==> src/rtl/seq_cmd_arbiter.sv <==
`default_nettype none
// ============================================================================
// Module      : seq_cmd_arbiter
// Description : Shares one device command bus between four sequencers. Each
//               sequencer feeds a private 2-entry FIFO. A round-robin arbiter
//               forwards one queued command per cycle onto the registered
//               shared bus. A per-port hold tells the system to stall that
//               sequencer while it has anything queued.
// Revision    : 1.0 - initial release
// ============================================================================
module seq_cmd_arbiter (
  input  logic        clock,
  input  logic        reset,
  input  logic [11:0] oreg_0,
  input  logic [11:0] oreg_1,
  input  logic [11:0] oreg_2,
  input  logic [11:0] oreg_3,
  input  logic [7:0]  oreg_wen_0,
  input  logic [7:0]  oreg_wen_1,
  input  logic [7:0]  oreg_wen_2,
  input  logic [7:0]  oreg_wen_3,
  output logic        hold_0,
  output logic        hold_1,
  output logic        hold_2,
  output logic        hold_3,
  output logic [11:0] oreg,
  output logic [7:0]  oreg_wen,
  output logic [3:0]  grant,
  output logic        error
);

  localparam int NPORT = 4;

  // Each FIFO entry is {cmd/arg word, device enable}.
  logic [11:0] in_cmd [NPORT];
  logic [7:0]  in_wen [NPORT];

  logic [19:0] mem_q   [NPORT][2];
  logic [1:0]  count_q [NPORT];
  logic [1:0]  count_d [NPORT];
  logic [3:0]  head_q;
  logic [3:0]  tail_q;
  logic [3:0]  hold_q;

  logic [1:0]  ptr_q;
  logic [11:0] oreg_q;
  logic [7:0]  oreg_wen_q;
  logic [3:0]  grant_q;
  logic        error_q;

  logic        win_valid;
  logic [1:0]  win_idx;
  logic [1:0]  cand;
  logic [19:0] head_ent;

  logic [3:0]  enq;
  logic [3:0]  deq;
  logic [3:0]  accept;
  logic [3:0]  ovf;

  assign in_cmd[0] = oreg_0;
  assign in_cmd[1] = oreg_1;
  assign in_cmd[2] = oreg_2;
  assign in_cmd[3] = oreg_3;
  assign in_wen[0] = oreg_wen_0;
  assign in_wen[1] = oreg_wen_1;
  assign in_wen[2] = oreg_wen_2;
  assign in_wen[3] = oreg_wen_3;

  // Round-robin search starting just after the last granted port.
  always_comb begin
    win_valid = 1'b0;
    win_idx   = ptr_q;
    cand      = 2'd0;
    for (int k = 1; k <= NPORT; k++) begin
      cand = ptr_q + 2'(k);
      if (!win_valid && (count_q[cand] != 2'd0)) begin
        win_valid = 1'b1;
        win_idx   = cand;
      end
    end
  end

  assign head_ent = mem_q[win_idx][head_q[win_idx]];

  // Per-port FIFO control: a dequeue in the same cycle frees the slot an
  // enqueue at full would otherwise overflow.
  always_comb begin
    for (int i = 0; i < NPORT; i++) begin
      enq[i]     = (in_wen[i] != 8'd0);
      deq[i]     = win_valid && (win_idx == 2'(i));
      accept[i]  = enq[i] && ((count_q[i] != 2'd2) || deq[i]);
      ovf[i]     = enq[i] && (count_q[i] == 2'd2) && !deq[i];
      count_d[i] = count_q[i] + {1'b0, accept[i]} - {1'b0, deq[i]};
    end
  end

  // FIFO storage; contents need no reset since counts gate every read.
  always_ff @(posedge clock) begin
    for (int i = 0; i < NPORT; i++) begin
      if (accept[i]) begin
        mem_q[i][tail_q[i]] <= {in_cmd[i], in_wen[i]};
      end
    end
  end

  // FIFO pointers, counts, holds, arbiter pointer, output bus and error flag.
  always_ff @(posedge clock) begin
    if (reset) begin
      for (int i = 0; i < NPORT; i++) begin
        count_q[i] <= 2'd0;
      end
      head_q     <= 4'd0;
      tail_q     <= 4'd0;
      hold_q     <= 4'd0;
      ptr_q      <= 2'd3;
      oreg_q     <= 12'd0;
      oreg_wen_q <= 8'd0;
      grant_q    <= 4'd0;
      error_q    <= 1'b0;
    end else begin
      for (int i = 0; i < NPORT; i++) begin
        count_q[i] <= count_d[i];
        hold_q[i]  <= (count_d[i] != 2'd0);
      end
      head_q <= head_q ^ deq;
      tail_q <= tail_q ^ accept;
      if (win_valid) begin
        oreg_q     <= head_ent[19:8];
        oreg_wen_q <= head_ent[7:0];
        grant_q    <= 4'b0001 << win_idx;
        ptr_q      <= win_idx;
      end else begin
        oreg_q     <= 12'd0;
        oreg_wen_q <= 8'd0;
        grant_q    <= 4'd0;
      end
      if (ovf != 4'd0) begin
        error_q <= 1'b1;
      end
    end
  end

  assign hold_0   = hold_q[0];
  assign hold_1   = hold_q[1];
  assign hold_2   = hold_q[2];
  assign hold_3   = hold_q[3];
  assign oreg     = oreg_q;
  assign oreg_wen = oreg_wen_q;
  assign grant    = grant_q;
  assign error    = error_q;

endmodule
`default_nettype wire
==> config.mk <==
export PLATFORM = sky130hd
export DESIGN_NAME = seq_cmd_arbiter
export DESIGN_NICKNAME = d
export VERILOG_FILES = /design/src/rtl/seq_cmd_arbiter.sv
export SDC_FILE = /design/constraint.sdc
export NUM_CORES = 1
export LEC_CHECK = 0
export CELL_PAD_IN_SITES_DETAIL_PLACEMENT = 0
export CELL_PAD_IN_SITES_GLOBAL_PLACEMENT = 1
export CORE_MARGIN = 8
export CORE_UTILIZATION = 45
export CTS_BUF_LIST = sky130_fd_sc_hd__clkbuf_8 sky130_fd_sc_hd__clkbuf_16
export CTS_CLUSTER_SIZE = 8
export DETAILED_ROUTE_END_ITERATION = 8
export PLACE_DENSITY_LB_ADDON = 0.3
export SLEW_MARGIN = 5
export SYNTH_ARGS = -nofsm -noshare
export SYNTH_HDL_FRONTEND = slang
export SYNTH_SLANG_ARGS = --single-unit
==> constraint.sdc <==
create_clock -name clock -period 3.2 [get_ports clock]
set_input_delay 0.48 -clock clock [delete_from_list [all_inputs] [get_ports clock]]
set_output_delay 0.48 -clock clock [all_outputs]
set_load 0.05 [all_outputs]
==> flow_summary.toml <==
[worst_hold_path]
hold_class = "in2reg"
hold_start = "oreg_1[4]"

[setup_path]
required_ns = 3.35
crit_chain = "or4_1 -> o22ai_1 -> a21oi_1 -> o21ai_1 -> nand2_1 -> inv_1 -> ha_1"
cp_max_fo = 20
critPathMaxStageDelay_ns = 0.79
critical_path_arrival_ns = 3.02
cpMaxStageDelayCell = "ha_1"
cp-start-kind = "register"
r2r-start = "count_q[1][1]$_SDFF_PP0_"
crit_path_end_kind = "register"
crit_start = "count_q[1][1]$_SDFF_PP0_"
critical_path_class = "reg2reg"

[global_route]
grt_max_degree = 43
grt_antenna_before_repair = 0
grt_pass1_vias = 6209
grt_pass1_wl_um = 34300
grt_use_total = 0.186
overflow = 0

[clocking]
cts_tree = "built"
cts_resized = 0
clk_pin_slew_ns = 0.05
clock_latency_ns = 0.54
cts-hold-fix-buffers = 0
clock-sinks = 209
post_cts_buffers = 0
clk_path_buf_depth = 3
root_buffer = "clkbuf_16"
cts_buffers = 30
htree_num_levels = 1

[logic_synthesis]
synth_edf_count = 160
syn_inst = 671
synth.ff_latch_count = 209
yosysWarnings = 0
syn-num-nets = 761
synth.distinct_cells = 57
synthesis.area_um2 = 8700
synthArstFlopShare = 0
seq_area_frac_synth = 0.665
syn_avg_cell_area_um2 = 13.0
ys.flop_type = "edfxtp_1"

[sta]
fin_setup_tns_ns = 0
finalHoldViolCount = 0
period_share = 0.896
setup_viol = 0
finalMaxSlewViolations = 0
tightest_slew_ns = 0.978
finClkSkew_ns = 0.0207
layout_min_cycle_time_ns = 2.87
relSlewSlack = 0.348
rsz0062_at_grt = "no"
fmaxAchievable_mhz = 349
setup_ws_ns = 0.332
holdWs_ns = 0.527

[power_and_ir_drop]
power_uw = 13300
p_per_area_nw_per_um2 = 1200
ir_drop_mv = 0.543
leakage_uw = 0.00407

[final_layout]
final_cell_mix = "160 x edfxtp_1, 110 x clkdlybuf4s50_1, 64 x inv_1"
area_growth_pct = 26.8
final_util = 0.575
final_common_cell = "edfxtp_1"
finalNetCount = 886
antenna_cells = 0
drive_above_1_share = 0.0927

[run_status]
outcome = "finished, final reports clean"

[drt]
routed_wl_um = 22500
drc = 0
drtIter0Drc = 353
postRouteAntennaNets = 0
route.vias.total = 5925
vias_per_cell = 5.46
top_layer = "met4"
wl_per_cell_um = 20.7
met1Wirelength_um = 8760
wl_met3_um = 1070
firstDrtPassIters = 5
wl_met2_um = 11800

[floorplanning]
die_h_um = 155
initial_core_util = 0.453
die_w_um = 155
std_cell_rows = 51
io_pins = 111
die_area_um2 = 24000
coreArea_um2 = 19200

[flow_run]
maxCapViolations = 0

[placement]
pre_cts_slack_ns = 0.357
port_buffers = 110
dp_hpwl_um = 15800
gp_congestion = 0.868
## path summary, 6_finish.rpt
path                                               end  slack (ns)  depth (start not counted)
worst min register to register  oreg_wen[4]$_SDFF_PP0_        0.55                          2
worst max-delay path            mem_q[2][28]$_DFFE_PP_        0.33                          7
worst max register to register  mem_q[2][28]$_DFFE_PP_        0.33                          7
worst min-delay path            mem_q[1][12]$_DFFE_PP_        0.53                          1
## per-stage QoR
step	instance area [um^2]	instances
after floorplan	8700	671
after global placement	10200	1029
after detailed placement	10200	1029
after CTS	11000	1085
after global routing	11000	1085
final	11000	1085
## cells in the mapped netlist (all sizes together), types with 2 or more instances
cell	instances	share of area
edfxtp	160	0.55
nor2	62	0.027
dfxtp	49	0.11
a31oi	43	0.031
inv	41	0.018
clkbuf	40	0.017
mux2i	40	0.046
o21ai	27	0.016
nand3	26	0.015
and4	22	0.023
a22oi	21	0.018
o311ai	20	0.020
nand2	12	0.0052
nor3	11	0.0075
nor4	11	0.0079
a21oi	9	0.0052
ha	8	0.012
buf	5	0.0037
o211ai	5	0.0059
or2	5	0.0036
xnor2	5	0.0050
a211oi	4	0.0046
a21boi	4	0.0035
nand2b	4	0.0029
nor2b	4	0.0029
a21o	3	0.0026
a221oi	3	0.0045
xor2	3	0.0030
and2	2	0.0014
and3	2	0.0014
nor3b	2	0.0017
nor4b	2	0.0020
o211a	2	0.0023
o32a	2	0.0023
## cell type report
type	instances	area, um^2
Sequential cell	209	5790
Clock buffer	31	776
Timing Repair Buffer	138	1310
Inverter	41	154
Clock inverter	25	98.8
Multi-Input combinational cell	376	2580
Fill cell	1588	8170
Tap cell	265	332
## power breakdown
part           switching [uW]  internal [uW]
clock                    1080           1710
combinational            3960           1980
sequential                327           4220
total                    5370           7920
## kinds of logic (layout without fill, tap and decap cells)
| logic type | Yosys count | in the layout | share of synthesized area |
|---|---|---|---|
| AO/OA/AOI/OAI | 150 | 150 | 0.124 |
| XOR/XNOR | 8 | 8 | 0.00805 |
| adder cells (fa/ha/maj) | 8 | 8 | 0.0115 |
| buffers and inverters | 86 | 235 | 0.0387 |
| flip-flops | 209 | 209 | 0.665 |
| multiplexers | 42 | 42 | 0.0499 |
| AND/OR/NAND/NOR | 168 | 168 | 0.104 |
## layer usage
layer / track usage / vias to the layer above
met2: 0.341 / 182
met4: 0.0859 / 0
met3: 0.0322 / 43
met5: 0 / -
li1: - / 2836
met1: 0.205 / 2864
## state kept, by name (all words and copies together), names as in the netlist, named ones only
register	flops
oreg	12
tail_q	4
head_q	4
count_q	8
ptr_q	2
mem_q	160
oreg_wen	8
error	1
hold_q	4
grant	4
## critical path, delay by kind of cell (launching register included)
family | cells | cell delay (ns)
buf+inv | 1 | 0.07
flops | 1 | 0.35
compound gates | 3 | 0.52
simple gates | 2 | 0.75
fa+ha+maj | 1 | 0.79
Power figures use the tool's default switching activity.
